## src/rtl/mux_stim_sequencer_pkg.sv

```systemverilog
// mux_stim_sequencer_pkg
//   Shared definitions for the mux stimulus sequencer:
//   - state_e   : sequencer FSM states (IDLE=0, RUN=1, DONE=2)
//   - NUM_VEC   : number of entries in the vector table
//   - IDX_W     : width of a vector index
//   - vec_t     : one table entry {data, sel, exp}
//   - vec_lookup: index -> table entry
package mux_stim_sequencer_pkg;

    typedef enum logic [1:0] {
        StIdle = 2'd0,
        StRun  = 2'd1,
        StDone = 2'd2
    } state_e;

    localparam int unsigned NUM_VEC = 8;
    localparam int unsigned IDX_W   = 3;

    typedef struct packed {
        logic [1:0] data;  // mux data inputs {in1, in0}
        logic       sel;   // mux select
        logic       exp;   // expected mux output
    } vec_t;

    // Table is written out explicitly rather than derived, so that a fault in the
    // expected column cannot hide behind the same formula the mux implements.
    function automatic vec_t vec_lookup(input logic [IDX_W-1:0] idx);
        vec_t v;
        v = '0;
        case (idx)
            3'd0:    v = '{data: 2'b00, sel: 1'b0, exp: 1'b0};
            3'd1:    v = '{data: 2'b01, sel: 1'b1, exp: 1'b0};
            3'd2:    v = '{data: 2'b10, sel: 1'b0, exp: 1'b0};
            3'd3:    v = '{data: 2'b11, sel: 1'b1, exp: 1'b1};
            3'd4:    v = '{data: 2'b00, sel: 1'b1, exp: 1'b0};
            3'd5:    v = '{data: 2'b01, sel: 1'b0, exp: 1'b1};
            3'd6:    v = '{data: 2'b10, sel: 1'b1, exp: 1'b1};
            3'd7:    v = '{data: 2'b11, sel: 1'b0, exp: 1'b1};
            default: v = '0;
        endcase
        return v;
    endfunction

endpackage

```

## src/rtl/mux_stim_sequencer_tick_prescaler.sv

```systemverilog
// mux_stim_sequencer_tick_prescaler
//   Step-rate prescaler: counts enabled cycles and flags the last one of each
//   TICK_DIV-cycle period.
//   Ports:
//     clk    in  system clock
//     rst_n  in  asynchronous active-low reset (count -> 0)
//     en     in  count enable; a disabled cycle neither counts nor terminates
//     clr    in  synchronous clear, wins over en
//     tc     out terminal count: high on the enabled cycle with count == TICK_DIV-1
module mux_stim_sequencer_tick_prescaler #(
    parameter int unsigned TICK_DIV = 50_000_000
) (
    input  logic clk,
    input  logic rst_n,
    input  logic en,
    input  logic clr,
    output logic tc
);

    localparam int unsigned CntW = (TICK_DIV > 1) ? $clog2(TICK_DIV) : 1;
    localparam logic [CntW-1:0] TermCnt = CntW'(TICK_DIV - 1);

    logic [CntW-1:0] cnt_q;

    assign tc = en && (cnt_q == TermCnt);

    always_ff @(posedge clk or negedge rst_n) begin
        if (!rst_n) begin
            cnt_q <= '0;
        end else if (clr || tc) begin
            cnt_q <= '0;
        end else if (en) begin
            cnt_q <= cnt_q + CntW'(1);
        end
    end

endmodule

```

## src/rtl/mux_stim_sequencer.sv

```systemverilog
// mux_stim_sequencer
//   Steps a 2:1 mux under test through an 8-entry vector table at a prescaled
//   rate, checks mux_out at the end of each step and reports the result.
//   Ports:
//     clk        in   system clock
//     rst_n      in   asynchronous active-low reset
//     start      in   single-cycle pulse: start or restart a run
//     pause      in   level: freezes the prescaler and step advance while in RUN
//     mux_out    in   output of the mux under test
//     mux_in     out  data inputs driven to the mux
//     mux_sel    out  select driven to the mux
//     step_idx   out  index of the vector currently applied
//     expected   out  expected mux_out for the current vector
//     running    out  high in RUN
//     done       out  level in DONE (LOOP=0); 1-cycle pulse per pass (LOOP=1)
//     err_sticky out  set on any mismatch, cleared by reset or start
//     err_count  out  mismatch count, saturating at 15
module mux_stim_sequencer
    import mux_stim_sequencer_pkg::*;
#(
    parameter int unsigned TICK_DIV = 50_000_000,
    parameter bit          LOOP     = 1'b0
) (
    input  logic             clk,
    input  logic             rst_n,
    input  logic             start,
    input  logic             pause,
    input  logic             mux_out,
    output logic [1:0]       mux_in,
    output logic             mux_sel,
    output logic [IDX_W-1:0] step_idx,
    output logic             expected,
    output logic             running,
    output logic             done,
    output logic             err_sticky,
    output logic [3:0]       err_count
);

    localparam logic [IDX_W-1:0] LastIdx = IDX_W'(NUM_VEC - 1);

    state_e           state_q;
    logic             pre_en;
    logic             tick;
    logic             last_vec;
    logic [IDX_W-1:0] nxt_idx;
    vec_t             nxt_vec;

    // Prescaler only runs in RUN, so pause is naturally ignored in IDLE/DONE.
    assign pre_en = (state_q == StRun) && !pause;

    mux_stim_sequencer_tick_prescaler #(
        .TICK_DIV (TICK_DIV)
    ) u_prescaler (
        .clk   (clk),
        .rst_n (rst_n),
        .en    (pre_en),
        .clr   (start),
        .tc    (tick)
    );

    // Index and vector that get loaded whenever the outputs move on: either a
    // (re)start or a step advance, which wraps to 0 after the last vector.
    assign last_vec = (step_idx == LastIdx);
    assign nxt_idx  = (start || last_vec) ? '0 : step_idx + IDX_W'(1);
    assign nxt_vec  = vec_lookup(nxt_idx);

    always_ff @(posedge clk or negedge rst_n) begin
        if (!rst_n) begin
            state_q    <= StIdle;
            step_idx   <= '0;
            mux_in     <= '0;
            mux_sel    <= 1'b0;
            expected   <= 1'b0;
            running    <= 1'b0;
            done       <= 1'b0;
            err_sticky <= 1'b0;
            err_count  <= '0;
        end else if (start) begin
            // Start wins in every state, including a coincident terminal edge,
            // so no compare happens on this edge.
            state_q                       <= StRun;
            step_idx                      <= nxt_idx;
            {mux_in, mux_sel, expected}   <= nxt_vec;
            running                       <= 1'b1;
            done                          <= 1'b0;
            err_sticky                    <= 1'b0;
            err_count                     <= '0;
        end else begin
            case (state_q)
                StRun: begin
                    done <= 1'b0;
                    if (tick) begin
                        // mux_out has had TICK_DIV-1 cycles to settle here.
                        if (mux_out != expected) begin
                            err_sticky <= 1'b1;
                            if (err_count != 4'hf) begin
                                err_count <= err_count + 4'd1;
                            end
                        end
                        if (last_vec && !LOOP) begin
                            // Stop with vector 7 still applied.
                            state_q <= StDone;
                            running <= 1'b0;
                            done    <= 1'b1;
                        end else begin
                            step_idx                    <= nxt_idx;
                            {mux_in, mux_sel, expected} <= nxt_vec;
                            if (last_vec) begin
                                done <= 1'b1;
                            end
                        end
                    end
                end
                default: begin
                    // IDLE and DONE hold every output until start.
                end
            endcase
        end
    end

endmodule

```

## config.mk

```make
export PLATFORM = sky130hd
export DESIGN_NAME = mux_stim_sequencer
export DESIGN_NICKNAME = d
export VERILOG_FILES = /design/src/rtl/mux_stim_sequencer_pkg.sv /design/src/rtl/mux_stim_sequencer_tick_prescaler.sv /design/src/rtl/mux_stim_sequencer.sv
export SDC_FILE = /design/constraint.sdc
export NUM_CORES = 1
export LEC_CHECK = 0
export BUFFER_PORTS_ARGS = -buffer_cell sky130_fd_sc_hd__buf_2
export CORE_UTILIZATION = 64
export CTS_BUF_LIST = sky130_fd_sc_hd__clkbuf_8
export DETAILED_ROUTE_END_ITERATION = 8
export GPL_TIMING_DRIVEN = 0
export PLACE_DENSITY = 0.85
export SLEW_MARGIN = 20
export SYNTH_ARGS = -nofsm -noshare
export SYNTH_HDL_FRONTEND = slang
export SYNTH_SLANG_ARGS = --single-unit
```

## constraint.sdc

```tcl
create_clock -name clk -period 3.3 [get_ports clk]
set_input_delay 0.495 -clock clk [delete_from_list [all_inputs] [get_ports clk]]
set_output_delay 0.495 -clock clk [all_outputs]
set_load 0.01 [all_outputs]
```

Yosys cells after proc, flatten, opt, wreduce, memory -nomap -nowiden
Memory sizes are Yosys's and may differ from the RTL's.
Cells that the tools add are included.

word-level totals
  register bits after elaboration = 42
  bits in latches = 0
  RAM bits = 0
  ROM bits = 32
  bits of input ports = 5
  output and inout port bits = 14
  word-level logic and storage cells = 75
  memories = 1

memory list
  memory           depth  width  rd ports  clocked after Yosys merged registers in  write ports  line                          text
  (no name shown)  8      4      1         0                                        0            mux_stim_sequencer_pkg.sv:30  case (idx)

operators by class
  $add $sub $neg = 3
  multipliers = 0
  divide/modulo/power cells = 0
  $lt $le $gt $ge = 0
  eq/ne operators = 6
  shifts and indexed selects = 0
  muxes and demuxes = 40
  bitwise logic cells = 0
  reductions and logical operators = 15

operator list
  cell                                                              count
  26-bit 2-to-1 mux                                                 2
  26-bit by 1-bit adder with 26-bit output (second input constant)  1
  26-bit == test (second input constant)                            1
  1-bit 2-to-1 mux                                                  20
  4-bit 2-to-1 mux                                                  5
  2-bit 2-to-1 mux                                                  8
  3-bit 2-to-1 mux                                                  5
  2-bit nonzero test                                                6
  3-bit AND reduction                                               3
  4-bit by 1-bit adder with 4-bit output (second input constant)    1
  4-bit inequality test (second input constant)                     1
  4-bit AND reduction                                               1
  3-bit by 1-bit adder with 3-bit output (second input constant)    1
  3-bit == test (second input constant)                             1
  2-bit by 1-bit == test with 1-bit output (second input constant)  1
  1-bit logical AND                                                 2
  1-bit logical OR                                                  2
  2-bit inequality test (second input constant)                     1
  1-bit zero test                                                   1
  1-bit inequality test                                             1

Depth between registers and ports, before layout
Gate-level depths: netlist of run 1.
An unclocked memory read counts as a cell.

  depth after elaboration = 8
  depth in mapped cells = 8
  gate-level depth less buffers = 6

By module
A second synthesis of run 1 with hierarchy kept.

second synthesis, totals
  cells, all modules = 218
  area, all modules = 2077.0 µm²

by module, submodules not included
  module                             instances  cells an instance  area an instance (µm²)  sequential area each (µm²)
  mux_stim_sequencer_tick_prescaler  1          149                1416.4                  650.6
  mux_stim_sequencer                 1          69                 660.6                   325.3

Least setup slack after synthesis of run 1
No wires, ideal clock.

  kind = input to register
  from = input port pause
  to = register u_prescaler.cnt_q[10]
  library setup time = 0.121 ns
  arrival = 2.209 ns
  data required time = 3.179 ns
  path slack = 0.970 ns
  stages on the path = 7
  buffers on the path = 2
  cell sequence = or3b_1 > buf_2 > or4_4 > nor3_2 > or2_1 > buf_2 > nor2_1

on the way
  longest elaborated chain between the ends = 5
  elaborated cells on any way between the ends = 6
  those cells by class = mux: 1; reduce/logical: 5

ends and longest elaborated chain
  what                                                     line                                     text
  start: declaration                                       mux_stim_sequencer.sv:27                 input logic pause,
  1-bit zero test (*)                                      mux_stim_sequencer.sv:49                 assign pre_en = (state_q == StRun) && !pause;
  1-bit logical AND (*)                                    mux_stim_sequencer.sv:49
  1-bit logical AND                                        mux_stim_sequencer_tick_prescaler.sv:25  assign tc = en && (cnt_q == TermCnt);
  1-bit logical OR                                         mux_stim_sequencer_tick_prescaler.sv:30  end else if (clr || tc) begin
  26-bit 2-to-1 mux or 2-bit nonzero test (tied branches)  n/a
  end signal: assignment                                   mux_stim_sequencer_tick_prescaler.sv:33  cnt_q <= cnt_q + CntW'(1);
  end: declaration                                         mux_stim_sequencer_tick_prescaler.sv:23  logic [CntW-1:0] cnt_q;

Mark *: on every way between the ends. The rest lies on a longest branch, timed or not.
A chain may end at the register's enable or synchronous reset.

Worst setup path after layout of run 1
  from = register state_q[0]
  to = register u_prescaler.cnt_q[12]

on the way
  longest elaborated chain between the ends = 5
  elaborated cells on any way between the ends = 6
  those cells by class = eq/ne: 1; mux: 1; reduce/logical: 4

ends and longest elaborated chain
  what                                                     line                                     text
  start: declaration                                       mux_stim_sequencer.sv:41                 state_e state_q;
  start signal: assignment                                 mux_stim_sequencer.sv:69                 state_q <= StIdle;
  start signal: assignment                                 mux_stim_sequencer.sv:81                 state_q <= StRun;
  start signal: assignment                                 mux_stim_sequencer.sv:102                state_q <= StDone;
  2-bit by 1-bit == test with 1-bit output (*)             mux_stim_sequencer.sv:49
  1-bit logical AND (*)                                    mux_stim_sequencer.sv:49
  1-bit logical AND                                        mux_stim_sequencer_tick_prescaler.sv:25
  1-bit logical OR                                         mux_stim_sequencer_tick_prescaler.sv:30
  26-bit 2-to-1 mux or 2-bit nonzero test (tied branches)  n/a

Marks and branches as above.

==> results of run 1 <==
==> power by group <==
group          leakage [nW]  internal (mW)  switching [mW]
clock network        0.0402          0.147           0.174
registers             0.538          0.480         0.00293
logic                 0.474        0.00825          0.0237
total                  1.05          0.635           0.201
==> how the worst max path moves through the flow <==
stage	from	end	slack, ns	cells after the start
2_1_floorplan	pause	u_prescaler.cnt_q[10]$_DFFE_PN0P_	0.97	7
3_3_place_gp	pause	u_prescaler.cnt_q[5]$_DFFE_PN0P_	0.67	8
3_5_place_dp	pause	u_prescaler.cnt_q[12]$_DFFE_PN0P_	0.65	8
4_1_cts	state_q[1]$_DFFE_PN0P_	u_prescaler.cnt_q[21]$_DFFE_PN0P_	0.81	7
5_1_grt	state_q[0]$_DFFE_PN0P_	u_prescaler.cnt_q[12]$_DFFE_PN0P_	0.66	7
6_report	state_q[0]$_DFFE_PN0P_	u_prescaler.cnt_q[12]$_DFFE_PN0P_	0.80	7
==> area by class of cell <==
class / instances / area, um2 / area share
multi-input combinational: 150 / 978 / 0.436
sequential: 39 / 976 / 0.435
timing repair buffer: 18 / 90.1 / 0.0402
clock buffer: 5 / 68.8 / 0.0307
tap: 42 / 52.6 / 0.0234
buffer: 10 / 48.8 / 0.0218
clock inverter: 3 / 20.0 / 0.00893
inverter: 2 / 7.51 / 0.00335
==> worst max-delay path, stage by stage (launching register included) <==
cell and delay, ns:
dfrtp_1 0.43, or3b_1 0.35, buf_2 0.16, or4_4 0.57, nor3_2 0.35, or2_1 0.20, buf_2 0.23, nor2_1 0.09
==> through the flow <==
stage               setup WS (ns)  cell area (um2)  total power [mW]  utilization
CTS                         0.814             2240             0.839        0.779
global route                0.663             2240             0.858        0.779
global placement            0.671             2150             0.524        0.749
floorplan                   0.970             2010             0.508            -
detailed placement          0.646             2150             0.525        0.749
finish                      0.804             2240             0.836        0.779
==> logic make-up after synthesis <==
logic type,count (synthesis)
simple gates,99
flops,39
xor+xnor,27
compound gates,14
buf+inv,12
mux,5
fa+ha+maj,5
==> state kept, by name, indices dropped and copies added (netlist names) <==
register           count
done                   1
u_prescaler.cnt_q     26
err_count              4
mux_sel                1
mux_in                 1
step_idx               2
state_q                2
expected               1
err_sticky             1
==> cells in the final DEF, fill, tap and decap left out, types with 4 or more instances in the layout <==
master     n
and3_1     8
nand3_1   14
xor2_1    19
mux2i_1    5
xnor2_1    8
dfrtp_1   39
nand4_1    9
ha_1       4
nand2_1   10
a21oi_1    7
clkbuf_8   5
buf_2     21
nor2_1    38
and4_1     4
clkbuf_1   4
==> per-layer routing <==
layer,global-route usage,vias up,wire length [um]
li1,-,751,-
met1,0.329,750,1680
met2,0.463,51,1980
met3,0.0692,16,222
met4,0.180,0,144
met5,0,-,0
==> impl_results.md, run 1 <==
* Via/cell ratio at 5.83
* Async S/R FF share, synth at 1.00
* Post-synthesis compound-gate area fraction at 0.0442
* Post-route antenna net violation count at 0
* EDFF count, synth at 0
* H-Tree Depth at 2
* CTS tree: yes
* Vias in the first global route at 1558
* Hpwl dp at 2.91 mm
* Syn Std Cell Area at 2010 um2
* R2r startpoint: state_q[0]$_DFFE_PN0P_
* Crit. End Element: register
* Mapped Cells at 201
* Max clock buf depth at 2
* Post-route DRC at 0
* Reg2reg setup slack at 0.80 ns
* Fmax at 401 MHz
* Ant diodes at 0
* Post-Syn Area per Cell at 10.0 um2
* Filler instances at 188
* #FFs+latches synth at 39
* First-pass GRT wire length at 6.90 mm
* DR vias at 1568
* Starting Density at 0.699
* Routed wire per std cell at 15.0 um
* Main combinational cell family by area after synthesis: simple AND/OR/NAND/NOR gates
* Die H at 58.1 um
* Total gr overflow at 0
* Minimum clock period at 2.50 ns
* CP required at 3.48 ns
* CTS Buf Count at 5
* Mux cell area share after synthesis at 0.0249
* Root buffer cell: clkbuf_8
* Pin count of the biggest net entering global routing at 40
* Seq/Total Area, Yosys at 0.485
* Rows at 19
* Antenna violations before repair at 0
* Clock transition at the registers of the reported paths at 0.08 ns
* Largest area contributor in the netlist: dfrtp_1
* GPL Wtd Cong at 0.826
* Die W at 58.1 um
* Run status: completed
* Synthesized net count at 210
* Skew final at 0.00668 ns
* Synth Area in XOR/XNOR at 0.118
* Area delta synth->final at 11.5%
* Worst-Skew Late Latency at 0.30 ns
* Leakage at 1.05 nW
* Fin Setup TNS at 0 ns
* Setup crit start kind: register
* Min Hold Slack at 0.294 ns
* Arrival time at the worst endpoint at 2.68 ns
* Crit share post-route at 0.756
* Final net count at 235
* Sink Count at 39
* Non-filler cells, final at 269
* Crit path max fanout at 10
* Placed cell count at 261
* Unique masters post-synth at 37
* CORE AREA at 2880 um2
* Port Buffers at 18
* Synth area leaders: dfrtp_1 49%, xor2_1 8.3%, nor2_1 7.1%
* Max_cap viols at 0
* Post CTS Setup Buffer Count at 0
* Die area at 3370 um2
* R2R depth at 7
* Most frequent cells after synthesis: 39 x dfrtp_1, 38 x nor2_1, 19 x xor2_1, 14 x nand3_1, 10 x nand2_1
* Layout cells sized above 1 at 0.159
* Hold-fix buffers, CTS at 0
* P per Cell Area at 373 nW/um2
* Max VDD drop at 0.000327 V
* Total global-route track usage at 0.281
* Ys flop type: dfrtp_1
* Final setup viols at 0
* Detailed Route WL at 4.03 mm
* Fin. Hold Viols at 0
* First drt pass iteration count at 5
* # IOs at 19
* Worst setup path class: reg2reg
* Worst-margin pin slew at 0.838 ns
* Count leader, synth: dfrtp_1
* Final Max Tran Viols at 0
* Synth Area in Simple Gates at 0.270
* Unrepaired setup endpoints after global routing: no
* Initial drt markers at 74
* Post-Synth Adder-Cell Area at 0.0299
* Syn. warnings at 0
* Max_slew headroom at 0.441
* Hold/Removal Path Class: in2async
* R2R Path End: u_prescaler.cnt_q[12]$_DFFE_PN0P_
* Synth top area share at 0.485
* Cts repair resizes at 0
(Power assumes the default switching activity.)
==> run 2, diff against run 1 <==
- CORE_UTILIZATION: 64 -> 61
- PLACE_DENSITY: 0.85 -> 0.82
- clock period: 3.3 -> 2.4 ns (I/O delays scaled with it)
==> run 2 against run 1 <==
Effect of this change:
- maximum frequency rose by 8.3%
- final cell count rose by 0.74%
- worst setup slack got worse by 0.71 ns
- non-clock buffer count rose by 1
- utilization fell by 4.5 points
- hold slack got worse by 0.12 ns
- critical path type unchanged
- critical endpoint is now step_idx[2]$_DFFE_PN0P_
- largest cell class unchanged
- largest power group unchanged
- highest routed layer unchanged
==> impl_results.md, run 2 (same netlist as run 1, synthesis figures left out) <==
* Final net count at 236 (+0.43%)
* Biggest regs: u_prescaler.cnt_q (26), err_count (4)
* Port Buffers at 18 (unchanged)
* Total global-route track usage at 0.268 (-0.0136)
* Max clock buf depth at 2 (unchanged)
* Root buffer cell: clkbuf_8
* Commonest non-fill, non-tap cell in the layout: dfrtp_1
* Switching pwr at 0.262 mW (+30%)
* Worst-margin pin slew at 0.860 ns (+0.0218 ns)
* CP required at 2.57 ns (-0.91 ns)
* P per Cell Area at 513 nW/um2 (+38%)
* Ant diodes at 0 (unchanged)
* Crit share post-route at 0.960 (+0.204)
* Fin util at 0.734 (-0.0453)
* Starting Density at 0.653 (-0.0457)
* Crit path max fanout at 6 (-4)
* Sequential power share at 0.573 (-0.005)
* Hold/Removal Path Class: in2async
* Int Power at 0.897 mW (+41%)
* Max_cap viols at 0 (unchanged)
* Run status: completed
* Final total power at 1.16 mW (+39%)
* Post-DP Area at 2160 um2 (+0.12%)
* Sink Count at 39 (unchanged)
* First-pass GRT wire length at 6.81 mm (-1.3%)
* Max FFs per register at 26 (unchanged)
* Switching share of power at 0.226 (-0.0147)
* Minimum clock period at 2.30 ns (-0.192 ns)
* Max_slew headroom at 0.427 (-0.0145)
* CTS Buf Count at 5 (unchanged)
* Via/cell ratio at 5.77 (-0.93%)
* Fin. Hold Viols at 0 (unchanged)
* Die H at 59.4 um (+2.3%)
* Arrival time at the worst endpoint at 2.48 ns (-0.20 ns)
* Leakage at 1.08 nW (+2.8%)
* Most frequent cells in the layout: 39 x dfrtp_1, 38 x nor2_1, 20 x buf_2, 19 x xor2_1, 14 x nand3_1
* # IOs at 19 (unchanged)
* Place WS at -0.129 ns (-0.775 ns)
* Skew final at 0.00717 ns (+0.000491 ns)
* Pin count of the biggest net entering global routing at 40 (unchanged)
* Post-route DRC at 0 (unchanged)
* Biggest register: u_prescaler.cnt_q
* DR vias at 1565 (-0.19%)
* Final setup viols at 0 (unchanged)
* Clock transition at the registers of the reported paths at 0.07 ns (about the same)
* Hpwl dp at 2.76 mm (-5.1%)
* Max VDD drop at 0.000455 V (+39%)
* Layout cells sized above 1 at 0.159 (unchanged)
* Worst setup path class: reg2reg
* Filler instances at 237 (+26%)
* Die area at 3530 um2 (+4.7%)
* Fin area at 2260 um2 (+0.78%)
* Vias in the first global route at 1554 (-0.26%)
* Setup crit start kind: register
* Area delta synth->final at 12.4%
* CORE AREA at 3080 um2 (+7.0%)
* Clock power frac at 0.388 (+0.004)
* Die W at 59.4 um (+2.3%)
* Final Max Tran Viols at 0 (unchanged)
* H-Tree Depth at 2 (unchanged)
* First drt pass iteration count at 4 (-1)
* Post-route antenna net violation count at 0 (unchanged)
* Total gr overflow at 0 (unchanged)
* Fmax at 434 MHz (+8.3%)
* CTS tree: yes
* Detailed Route WL at 4.01 mm (-0.35%)
* Rows at 20 (+1)
* GPL Wtd Cong at 0.790 (-4.4%)
* Crit. End Element: register
* Worst-Skew Late Latency at 0.30 ns (about the same)
* Routed wire per std cell at 14.8 um (-1.1%)
* Antenna violations before repair at 0 (unchanged)
* Initial drt markers at 73 (-1.4%)
* Comb pwr share at 0.039 (about the same)
* Final Worst Setup Slack at 0.0958 ns (-0.708 ns)
run 2: path summary, 6_finish.rpt:
path | start | end | slack [ns] | cells after the start
max | state_q[1]$_DFFE_PN0P_ | step_idx[2]$_DFFE_PN0P_ | 0.1 | 7
min | rst_n | u_prescaler.cnt_q[15]$_DFFE_PN0P_ | 0.17 | 1
max reg2reg | state_q[1]$_DFFE_PN0P_ | step_idx[2]$_DFFE_PN0P_ | 0.1 | 7
min reg2reg | err_sticky$_DFFE_PN0P_ | err_sticky$_DFFE_PN0P_ | 0.50 | 2
max in group asynchronous | rst_n | u_prescaler.cnt_q[14]$_DFFE_PN0P_ | 1.70 | 1
min in group clk | pause | u_prescaler.cnt_q[1]$_DFFE_PN0P_ | 0.44 | 4
run 2: power by group through the flow:
stage	Sequential, mW	Combinational (mW)	Clock [mW]
after floorplan	0.676	0.0217	0
after global placement	0.677	0.0433	0
after detailed placement	0.677	0.0447	0
after CTS	0.664	0.0458	0.464
after global routing	0.664	0.0512	0.479
final	0.664	0.0448	0.450
run 2: layout make-up:
type	count	area [um2]	area share
buffer	10	51.3	0.0227
clock buffer	6	82.6	0.0365
clock inverter	1	5.00	0.00221
inverter	2	7.51	0.00332
multi-input combinational	150	985	0.436
sequential	39	976	0.432
tap	44	55.1	0.0244
timing repair buffer	19	97.6	0.0432
run 2: worst max-delay path: stages (launching register included):
cell and delay (ns):
dfrtp_1 0.41, or3b_1 0.37, buf_2 0.16, or4_4 0.49
nor4_4 0.30, buf_4 0.20, mux2i_1 0.20, nor2_1 0.06
run 2: stage by stage:
step	hold WS [ns]	std cells	TNS [ns]
global route	0.247	271	-0.00212
detailed placement	0.480	263	-2.32
floorplan	0.0644	201	0
CTS	0.188	270	0
finish	0.171	271	0
global placement	0.477	263	-1.86
run 2: per-layer routing:
layer	track usage	vias up	routed length, um
met5	0	-	0
met4	0.0952	0	53
met3	0.0939	7	226
met2	0.451	40	2050
met1	0.316	774	1690
li1	-	744	-
run 2: repair_timing:
item / 4_1_cts / 5_1_grt
pin swaps: 1 / 2
endpoints found under the setup margin: 20 / 14
endpoints found under the hold margin: 0 / 0
hold buffers: 0 / 0
resized for setup: 2 / 0
cloned: 0 / 0
setup buffers: 0 / 1
==> run 3, diff against run 2 <==
- CORE_UTILIZATION: 61 -> 24
- PLACE_DENSITY: 0.82 -> not set
==> run 3 against run 2 <==
Effect of this change:
- flip-flop and latch count unchanged
- critical endpoint is now step_idx[1]$_DFFE_PN0P_
- largest cell class unchanged
- count of clock-buffer cells in the layout down 1
- via count down 2.3%
- non-clock buffer count grew 2
- highest routed layer unchanged
==> impl_results.md, run 3 (same netlist as run 1, synthesis figures left out) <==
* Run status: completed
* Max VDD drop at 0.000244 V (-46%)
* Via/cell ratio at 4.56 (-21%)
* Worst-Skew Late Latency at 0.30 ns (about the same)
* Vias in the first global route at 1468 (-5.5%)
* Hold/Removal Path Class: in2async
* Fin util at 0.291 (-0.443)
* Most frequent cells in the layout: 39 x dfrtp_1, 38 x nor2_1, 20 x buf_2, 19 x xor2_1, 14 x nand3_1
* Hold-fix buffers, CTS at 0 (unchanged)
* Routed wire per std cell at 12.4 um (-16%)
* Arrival time at the worst endpoint at 2.44 ns (-0.04 ns)
* Pin count of the biggest net entering global routing at 40 (unchanged)
* DR vias at 1529 (-2.3%)
* Crit share post-route at 0.946 (-0.0145)
* Layout cells sized above 1 at 0.170 (+0.0110)
* CTS Buf Count at 5 (unchanged)
* Fin. Hold Viols at 0 (unchanged)
* First-pass GRT wire length at 7.12 mm (+4.6%)
* Sink Count at 39 (unchanged)
* Max clock buf depth at 2 (unchanged)
* Clock transition at the registers of the reported paths at 0.09 ns (+0.02 ns)
* Crit. End Element: register
* Root buffer cell: clkbuf_8
* Post-route DRC at 0 (unchanged)
* Hpwl dp at 2.77 mm (+0.32%)
* Unrepaired setup endpoints after global routing: no
* Fmax at 441 MHz (+1.5%)
* # IOs at 19 (unchanged)
* Leakage at 1.10 nW (+2.0%)
* P per Cell Area at 533 nW/um2 (+3.8%)
* Final net count at 238 (+0.85%)
* Setup crit start kind: register
* Biggest register: u_prescaler.cnt_q
* Antenna violations before repair at 0 (unchanged)
* Die H at 93.5 um (+57%)
* Area delta synth->final at 18.4%
* Max_cap viols at 0 (unchanged)
* Biggest regs: u_prescaler.cnt_q (26), err_count (4)
* Max_slew headroom at 0.418 (-0.00829)
* Die W at 93.5 um (+57%)
* Port Buffers at 18 (unchanged)
* Worst-margin pin slew at 0.873 ns (+0.0124 ns)
* Post-route antenna net violation count at 0 (unchanged)
* Max FFs per register at 26 (unchanged)
* CTS tree: yes
* GPL Wtd Cong at 0.760 (-3.9%)
* Crit path max fanout at 6 (unchanged)
* Detailed Route WL at 4.15 mm (+3.3%)
* Place WS at -0.232 ns (-0.103 ns)
* Total global-route track usage at 0.105 (-0.163)
* Initial drt markers at 81 (+11%)
* First drt pass iteration count at 5 (+1)
* H-Tree Depth at 2 (unchanged)
* Total gr overflow at 0 (unchanged)
* Final Max Tran Viols at 0 (unchanged)
* Ant diodes at 0 (unchanged)
* Final setup viols at 0 (unchanged)
* Rows at 33 (+65%)
* Worst setup path class: reg2reg
* Final Worst Setup Slack at 0.131 ns (+0.0348 ns)
* Final total power at 1.27 mW (+9.4%)
* Commonest non-fill, non-tap cell in the layout: dfrtp_1
* Die area at 8750 um2 (+150%)
* CP required at 2.57 ns (about the same)
* Post-DP Area at 2230 um2 (+3.5%)
* Starting Density at 0.246 (-0.407)
* CORE AREA at 8180 um2 (+170%)
* Skew final at 0.00956 ns (+0.00239 ns)
* Fin area at 2380 um2 (+5.3%)
* Minimum clock period at 2.27 ns (-0.0348 ns)
## run 3: metal layers
layer / track usage / wire length [um] / up-vias
li1: - / - / 756
met1: 0.146 / 2140 / 736
met2: 0.157 / 1770 / 31
met3: 0.0260 / 170 / 6
met4: 0.0385 / 63 / 0
met5: 0 / 0 / -
## run 3: path summary, 6_finish.rpt
check                      slack, ns                                end                   start  depth (start not counted)
min                             0.18   u_prescaler.cnt_q[7]$_DFFE_PN0P_                   rst_n                          1
min in group clk                0.44   u_prescaler.cnt_q[1]$_DFFE_PN0P_                   pause                          4
max reg2reg                     0.13            step_idx[1]$_DFFE_PN0P_  state_q[1]$_DFFE_PN0P_                          7
max                             0.13            step_idx[1]$_DFFE_PN0P_  state_q[1]$_DFFE_PN0P_                          7
min reg2reg                     0.51             err_sticky$_DFFE_PN0P_  err_sticky$_DFFE_PN0P_                          2
max in group asynchronous       1.68  u_prescaler.cnt_q[24]$_DFFE_PN0P_                   rst_n                          1
## run 3: power by group
| part | total [mW] | internal, mW | switching, mW |
|---|---|---|---|
| clock | 0.558 | 0.310 | 0.249 |
| sequential | 0.664 | 0.660 | 0.00398 |
| combinational | 0.0455 | 0.0119 | 0.0336 |
## run 3: metrics by stage
step / setup TNS [ns] / instances / hold slack (ns)
final: 0 / 335 / 0.176
after global routing: 0 / 335 / 0.249
after CTS: 0 / 334 / 0.203
after detailed placement: -4.52 / 324 / 0.484
after global placement: -3.82 / 324 / 0.479
after floorplan: 0 / 201 / 0.0644
## run 3: final cells by class
type                       instances  area [um2]
buffer                            10        51.3
fill                             882        5800
sequential                        39         976
clock inverter                     3        43.8
clock buffer                       5        68.8
multi-input combinational        150         985
tap                              105         131
inverter                           2        7.51
timing repair buffer              21         116
## run 3: timing repair
item / CTS / global route
pin swaps: 2 / 1
setup buffers: 2 / 1
endpoints found under the setup margin: 25 / 17
gates resized for setup: 2 / 1
## run 3: critical path, stage by stage (launching register included)
cell and delay, ns:
dfrtp_1 0.41, or3b_1 0.38, buf_2 0.16, or4_4 0.48
nor4_4 0.30, buf_6 0.17, mux2i_1 0.18, nor2_1 0.05
